### src/rtl/seq_mag_cmp_pkg.sv
// Shared definitions for the sequential magnitude comparator: FSM states,
// result one-hot codes and the helper that builds a result code.
package seq_mag_cmp_pkg;

  localparam int DEF_WIDTH = 8;
  localparam int DEF_CHUNK = 2;

  typedef enum logic {
    ST_IDLE = 1'b0,
    ST_RUN  = 1'b1
  } state_e;

  // Result code layout is {gt, lt, eq}; exactly one bit is set after a compare.
  typedef logic [2:0] res_t;

  localparam res_t RES_EQ = 3'b001;
  localparam res_t RES_LT = 3'b010;
  localparam res_t RES_GT = 3'b100;

  function automatic res_t res_code(input logic mismatch, input logic gt);
    if (!mismatch) return RES_EQ;
    return gt ? RES_GT : RES_LT;
  endfunction

endpackage

### src/rtl/seq_mag_cmp_if.sv
// Request/result bundle of the sequential comparator: the master issues
// start with operands, the slave returns busy, the done pulse and the results.
interface seq_mag_cmp_if #(
  parameter int WIDTH = 8
);
  logic             start;
  logic [WIDTH-1:0] a;
  logic [WIDTH-1:0] b;
  logic             busy;
  logic             done;
  logic             aeqb;
  logic             agtb;
  logic             altb;

  modport master (output start, a, b, input busy, done, aeqb, agtb, altb);
  modport slave  (input start, a, b, output busy, done, aeqb, agtb, altb);
endinterface

### src/rtl/seq_mag_cmp_slice.sv
// Combinational CHUNK-bit magnitude compare. With i_signed_msb set the slice
// is read as two's complement, done by flipping its sign bit before an unsigned compare.
module cmp_slice #(
  parameter int CHUNK = 2
) (
  input  logic [CHUNK-1:0] i_a,
  input  logic [CHUNK-1:0] i_b,
  input  logic             i_signed_msb,
  output logic             o_eq,
  output logic             o_gt,
  output logic             o_lt
);

  logic [CHUNK-1:0] w_flip;
  logic [CHUNK-1:0] w_a;
  logic [CHUNK-1:0] w_b;

  assign w_flip = CHUNK'(i_signed_msb) << (CHUNK - 1);
  assign w_a    = i_a ^ w_flip;
  assign w_b    = i_b ^ w_flip;

  assign o_eq = (w_a == w_b);
  assign o_gt = (w_a >  w_b);
  assign o_lt = (w_a <  w_b);

endmodule

### src/rtl/seq_mag_cmp.sv
// Multi-cycle WIDTH-bit magnitude comparator: one CHUNK-bit slice per clock,
// MSB slice first, with start/busy/done handshake. WIDTH must be a multiple of CHUNK.
module seq_mag_cmp
  import seq_mag_cmp_pkg::*;
#(
  parameter int WIDTH      = DEF_WIDTH,
  parameter int CHUNK      = DEF_CHUNK,
  parameter int SIGNED     = 0,
  parameter int EARLY_EXIT = 1
) (
  input  logic          clk,
  input  logic          reset_n,
  seq_mag_cmp_if.slave  bus
);

  localparam int NCHUNK = WIDTH / CHUNK;
  localparam int IW     = (NCHUNK > 1) ? $clog2(NCHUNK) : 1;
  localparam logic [IW-1:0] TOP_IDX = IW'(NCHUNK - 1);

  state_e           r_state;
  state_e           w_next;
  logic [WIDTH-1:0] r_a;
  logic [WIDTH-1:0] r_b;
  logic [IW-1:0]    r_idx;
  logic             r_found;
  logic             r_gt;
  logic             r_done;
  res_t             r_res;

  logic [NCHUNK-1:0][CHUNK-1:0] w_a_sl;
  logic [NCHUNK-1:0][CHUNK-1:0] w_b_sl;
  logic [CHUNK-1:0] w_sa;
  logic [CHUNK-1:0] w_sb;
  logic             w_smsb;
  logic             w_seq;
  logic             w_sgt;
  logic             w_slt;
  logic             w_last;
  logic             w_fin;
  logic             w_busy;
  logic             w_load;
  res_t             w_res;

  // Slice mux on the captured operands
  assign w_a_sl = r_a;
  assign w_b_sl = r_b;
  assign w_sa   = w_a_sl[r_idx];
  assign w_sb   = w_b_sl[r_idx];
  assign w_smsb = (SIGNED != 0) && (r_idx == TOP_IDX);
  assign w_last = (r_idx == '0);

  cmp_slice #(.CHUNK(CHUNK)) u_slice (
    .i_a          (w_sa),
    .i_b          (w_sb),
    .i_signed_msb (w_smsb),
    .o_eq         (w_seq),
    .o_gt         (w_sgt),
    .o_lt         (w_slt)
  );

  assign w_fin = (r_state == ST_RUN) && (w_last || ((EARLY_EXIT != 0) && !w_seq));

  // A latched earlier mismatch outranks the current slice (full-run mode).
  assign w_res = r_found ? res_code(1'b1, r_gt) : {w_sgt, w_slt, w_seq};

  always_ff @(posedge clk or negedge reset_n) begin
    if (!reset_n) r_state <= ST_IDLE;
    else          r_state <= w_next;
  end

  always_comb begin
    w_next = r_state;
    case (r_state)
      ST_IDLE: if (bus.start)           w_next = ST_RUN;
      ST_RUN:  if (w_fin && !bus.start) w_next = ST_IDLE;
      default:                          w_next = ST_IDLE;
    endcase
  end

  // start is honoured when idle, or on the completing edge so back-to-back
  // compares run without a bubble; it is ignored on every other busy edge.
  always_comb begin
    w_busy = (r_state == ST_RUN);
    w_load = bus.start && (!w_busy || w_fin);
  end

  always_ff @(posedge clk or negedge reset_n) begin
    if (!reset_n) begin
      r_a     <= '0;
      r_b     <= '0;
      r_idx   <= '0;
      r_found <= 1'b0;
      r_gt    <= 1'b0;
      r_done  <= 1'b0;
      r_res   <= '0;
    end else begin
      r_done <= w_fin;
      if (w_fin) r_res <= w_res;
      if (w_load) begin
        r_a     <= bus.a;
        r_b     <= bus.b;
        r_idx   <= TOP_IDX;
        r_found <= 1'b0;
        r_gt    <= 1'b0;
      end else if (w_busy) begin
        r_idx <= r_idx - 1'b1;
        if (!w_seq && !r_found) begin
          r_found <= 1'b1;
          r_gt    <= w_sgt;
        end
      end
    end
  end

  assign bus.busy = w_busy;
  assign bus.done = r_done;
  assign {bus.agtb, bus.altb, bus.aeqb} = r_res;

endmodule

### src/flat_wrapper.sv
// flat-port wrapper written by rule: the top's interface ports become plain ports
module seq_mag_cmp_flat import seq_mag_cmp_pkg::*;
#(
  parameter int WIDTH      = DEF_WIDTH,
  parameter int CHUNK      = DEF_CHUNK,
  parameter int SIGNED     = 0,
  parameter int EARLY_EXIT = 1
)
  (clk, reset_n, bus_start, bus_a, bus_b, bus_busy, bus_done, bus_aeqb, bus_agtb, bus_altb);
  seq_mag_cmp_if #(.WIDTH(WIDTH)) bus_i ();
  input  logic clk;
  input  logic reset_n;
  input wire logic [$bits(bus_i.start)-1:0] bus_start;
  input wire logic [$bits(bus_i.a)-1:0] bus_a;
  input wire logic [$bits(bus_i.b)-1:0] bus_b;
  output wire logic [$bits(bus_i.busy)-1:0] bus_busy;
  output wire logic [$bits(bus_i.done)-1:0] bus_done;
  output wire logic [$bits(bus_i.aeqb)-1:0] bus_aeqb;
  output wire logic [$bits(bus_i.agtb)-1:0] bus_agtb;
  output wire logic [$bits(bus_i.altb)-1:0] bus_altb;
  assign bus_i.start = bus_start;
  assign bus_i.a = bus_a;
  assign bus_i.b = bus_b;
  assign bus_busy = bus_i.busy;
  assign bus_done = bus_i.done;
  assign bus_aeqb = bus_i.aeqb;
  assign bus_agtb = bus_i.agtb;
  assign bus_altb = bus_i.altb;
  seq_mag_cmp #(.WIDTH(WIDTH), .CHUNK(CHUNK), .SIGNED(SIGNED), .EARLY_EXIT(EARLY_EXIT)) u_core (.clk(clk), .reset_n(reset_n), .bus(bus_i));
endmodule
### config.mk
export PLATFORM = sky130hd
export DESIGN_NAME = seq_mag_cmp_flat
export DESIGN_NICKNAME = d
export VERILOG_FILES = /design/src/rtl/seq_mag_cmp_pkg.sv /design/src/rtl/seq_mag_cmp_if.sv /design/src/rtl/seq_mag_cmp_slice.sv /design/src/rtl/seq_mag_cmp.sv /design/src/flat_wrapper.sv
export SDC_FILE = /design/constraint.sdc
export NUM_CORES = 1
export LEC_CHECK = 0
export ABC_AREA = 1
export CAP_MARGIN = 10
export CELL_PAD_IN_SITES_DETAIL_PLACEMENT = 1
export CELL_PAD_IN_SITES_GLOBAL_PLACEMENT = 1
export CORE_MARGIN = 2
export CORE_UTILIZATION = 37
export CTS_CLUSTER_SIZE = 40
export DETAILED_ROUTE_END_ITERATION = 8
export PLACE_DENSITY_LB_ADDON = 0.12
export SETUP_SLACK_MARGIN = 0.5
export SLEW_MARGIN = 20
export SYNTH_ARGS = -nofsm -noshare
export SYNTH_HDL_FRONTEND = slang
export SYNTH_SLANG_ARGS = --single-unit
### constraint.sdc
create_clock -name clk -period 2.51 [get_ports clk]
set_clock_uncertainty 0.05 [all_clocks]
set_input_delay 0.502 -clock clk [delete_from_list [all_inputs] [get_ports clk]]
set_output_delay 0.502 -clock clk [all_outputs]
set_load 0.01 [all_outputs]
==> results by group <==
Worst setup path
  – Max FO, Critical Path: 6
  – Element type at the critical path end: flip-flop
  – Worst R2R Setup Slack: roughly 420 ps
  – Critical path class: reg2reg
  – CP peak stage delay: 490 ps
  – CP startpoint kind: flip-flop
  – Critical path data arrival time: 2260 ps
  – Reg-to-reg critical path startpoint: u_core.r_idx[0]
  – Worst path required time: 2680 ps
  – R2r worst-path depth: 10
  – Slowest-stage cell, CP: sky130_fd_sc_hd__dfrtp_2
  – Ordered list of cells on the worst path: buf_4 -> nor2_1 -> o22ai_2 -> ha_4 -> nand2_2 -> inv_4 -> nand3_4 -> clkbuf_16 -> nand3_1 -> nand2_1
  – RR Endpoint: u_core.r_b[3]

Drt
  – Sum of routed wire length over all layers: 3.48 mm
  – Residual antenna-violating net count after detailed routing: 0
  – WL/cell: ~15 um
  – Number of design rule violations left after detail routing: 0
  – Avg Vias per Cell: 5.06
  – DR pass1 iterations: 4
  – Initial detailed-routing violation count: 38
  – Count of vias placed by the detailed router: 1159

Power
  – Sw Share: 47.0%
  – Internal Dissipation: 1500 uW
  – Clock power share: under 10%
  – Proportion of power drawn by combinational gates: 65.9%
  – Net load switching power: 1330 uW
  – PwrDens: 1640 mW/mm^2
  – Static leakage: 0.000844 uW
  – IR Drop Worst-Case VDD: 694 uV
  – Share of total power in sequential cells: ~28%

Hold path
  – Type of the tightest min-delay check: reg2reg
  – Hold Crit Endpoint: u_core.r_a[4]
  – Number of cells on the worst hold path: 2
  – Hold Path Origin: u_core.r_a[4]

STA
  – Relative slew slack: 66.3%
  – Number of pins exceeding their max-slew limit in the final report: 0
  – Worst hold slack across all endpoints: 455 ps
  – Total setup violations reported at the end of the flow: 0
  – Aggregate negative setup slack: 0 ps
  – Top achievable clock speed: 478 MHz
  – Hold violation total from the final report: 0
  – Period utilisation layout: between 80 and 90%
  – Unrepaired setup endpoints after global routing: yes
  – Final worst path period need: 2090 ps
  – Measured slew at the worst slew-check pin: 504 ps

Yosys
  – Synth Cell Area: ~0.0012 sq mm
  – Number of nets in the synthesized netlist: 171
  – Largest area contributor in the synthesized netlist: sky130_fd_sc_hd__dfrtp_1
  – Synthesized instance count: 149
  – Proportion of netlist area held by the largest area contributor: 50.7%
  – Top cells by area in the synthesized netlist: sky130_fd_sc_hd__dfrtp_1, sky130_fd_sc_hd__nand2_1, sky130_fd_sc_hd__nand3_1
  – Number of warnings printed during yosys synthesis: 0
  – Mean instance size in the synthesized netlist: 8.29 sq um
  – Distinct cell type count after synthesis: 20
  – Sequential-to-total area share from yosys stat: 50.7%
  – #FFs+latches synth: 25

Finish
  – Fill count: 386
  – Count of non-filler cells in the finished layout: 229
  – Post-layout nets: around 210
  – Number of antenna diodes: 0
  – Proportion of layout cells with a drive suffix above 1: slightly above 20%
  – Most frequent cells in the layout: sky130_fd_sc_hd__nand2_1, sky130_fd_sc_hd__clkdlybuf4s50_1, sky130_fd_sc_hd__dfrtp_1, sky130_fd_sc_hd__nand3_1, sky130_fd_sc_hd__inv_1
  – Finished layout cell area: 0.00173 sq mm
  – Area Growth Syn to Fin: 39.7%
  – Leading cell type in the layout, fill and taps excluded: sky130_fd_sc_hd__nand2_1
  – Final cell utilization of the core: 55.6%

Place
  – Count of placed standard cells including taps: 214
  – Final GP Congestion: about 0.85
  – HPWL reported at the end of detailed placement: approximately 2.2 mm
  – Port Buffer Count: 23
  – Standard cell area after detailed placement: 0.00150 sq mm

CTS
  – Reg clk slew, reported paths: 150 ps
  – Max Root-Sink Buffers: 2
  – CTS tree: yes
  – Clock buffers created by TritonCTS: 3
  – Worst-Skew Late Latency: 320 ps
  – H-Tree Depth: 1
  – Clock Tree Root: sky130_fd_sc_hd__clkbuf_4
  – TritonCTS Sinks: 25
  – Count of hold-fix buffers inserted at cts: 0

GRT
  – Met1 track demand over resource: about 22%
  – Maximum number of pins on one net before global-route repair: 26
  – Most used routing layer in global routing: met2
  – Total track usage: 18.3%
  – Initial antenna violation count: 0
  – GR met2 Demand/Resource: 34.1%
  – First-pass GRT wire length: 5.12 mm
  – Total grt overflow: 0
  – Via count of the first global-routing pass: ~1100
  – GRT met3 Usage: 2.48%

Die
  – Die Span Y: approximately 60 um
  – Num ports: 24
  – Core area: 0.00310 sq mm
  – Number of core rows: 20
  – Die boundary width: 61.8 um
  – Starting utilization of the core area: 39.8%
  – Die outline area: 0.00382 sq mm

Run
  – Max-cap viol count: 0

Outcome
  – Run status: completed
[critical path, delay by kind of cell (launching register included)]
family	cells	cell delay (ps)
simple gates	5	540
flops	1	490
buf+inv	3	470
fa+ha+maj	1	300
compound gates	1	150
[metrics by stage]
step	setup WS, ps	power (uW)
4_1_cts	515	2370
6_report	418	2830
5_1_grt	334	3080
3_3_place_gp	394	1940
2_1_floorplan	679	1670
3_5_place_dp	182	2020
[synthesized netlist by cell type]
cell                       number
sky130_fd_sc_hd__a21oi_1        4
sky130_fd_sc_hd__a22oi_2        1
sky130_fd_sc_hd__buf_2          1
sky130_fd_sc_hd__buf_4          3
sky130_fd_sc_hd__buf_6          1
sky130_fd_sc_hd__dfrtp_1       25
sky130_fd_sc_hd__ha_1           3
sky130_fd_sc_hd__inv_1         13
sky130_fd_sc_hd__inv_2          1
sky130_fd_sc_hd__nand2_1       50
sky130_fd_sc_hd__nand2_2        1
sky130_fd_sc_hd__nand2_8        1
sky130_fd_sc_hd__nand3_1       18
sky130_fd_sc_hd__nand3_4        1
sky130_fd_sc_hd__nor2_1        12
sky130_fd_sc_hd__o211ai_1       1
sky130_fd_sc_hd__o21ai_0        9
sky130_fd_sc_hd__o21bai_1       1
sky130_fd_sc_hd__o22ai_1        2
sky130_fd_sc_hd__xor2_1         1
[registers in the layout (all words and copies together), names as in the netlist]
| signal | flops |
|---|---|
| u_core.r_a | 8 |
| u_core.r_res | 3 |
| u_core.r_idx | 2 |
| u_core.r_b | 8 |
| u_core.bus.busy | 1 |
| u_core.bus.done | 1 |
| u_core.r_found | 1 |
| u_core.r_gt | 1 |
[layout make-up]
cell class / count / area [sq um] / share of cell area (%)
inverter: 14 / 57.6 / 3.34
sequential: 25 / 629 / 36.5
multi-input combinational: 108 / 599 / 34.7
clock buffer: 4 / 26.3 / 1.52
tap: 44 / 55.1 / 3.19
timing repair buffer: 34 / 358 / 20.7
[per-layer routing]
metal  vias up  wire length, um  part of all wire, %
met2        32             1730                   50
li1        554                -                    -
met3         6              172                  4.9
met1       567             1500                   43
met4         0               77                  2.2
met5         -                0                    0
[how the worst max path moves through the flow]
stage                               start               to
final                     u_core.r_idx[0]    u_core.r_b[3]
after global routing      u_core.r_idx[0]    u_core.r_a[3]
after CTS                 u_core.r_idx[0]    u_core.r_a[6]
after detailed placement  u_core.r_idx[0]  u_core.r_idx[1]
after global placement    u_core.r_idx[0]  u_core.r_idx[1]
after floorplan           u_core.r_idx[0]  u_core.r_idx[1]
[cell families after synthesis]
group / Yosys count / share of synthesized area [%]
xor+xnor: 1 / 0.709
buf+inv: 19 / 7.40
simple gates: 83 / 29.7
compound gates: 18 / 8.51
fa+ha+maj: 3 / 3.04
flops: 25 / 50.7
[power by group through the flow]
stage | clock [uW] | combinational (uW) | sequential (uW)
finish | 186 | 1860 | 779
global route | 214 | 2070 | 797
CTS | 190 | 1430 | 748
detailed placement | 0 | 1250 | 770
global placement | 0 | 1180 | 760
floorplan | 0 | 952 | 723
[what timing repair did]
action,4_1_cts,5_1_grt
gates resized for setup,1,27
endpoints found under the setup margin,23,25
setup buffers,6,1
pin swaps,0,7
gates cloned,0,4
hold endpoints to repair,0,0
Power figures use the tool's default switching activity.
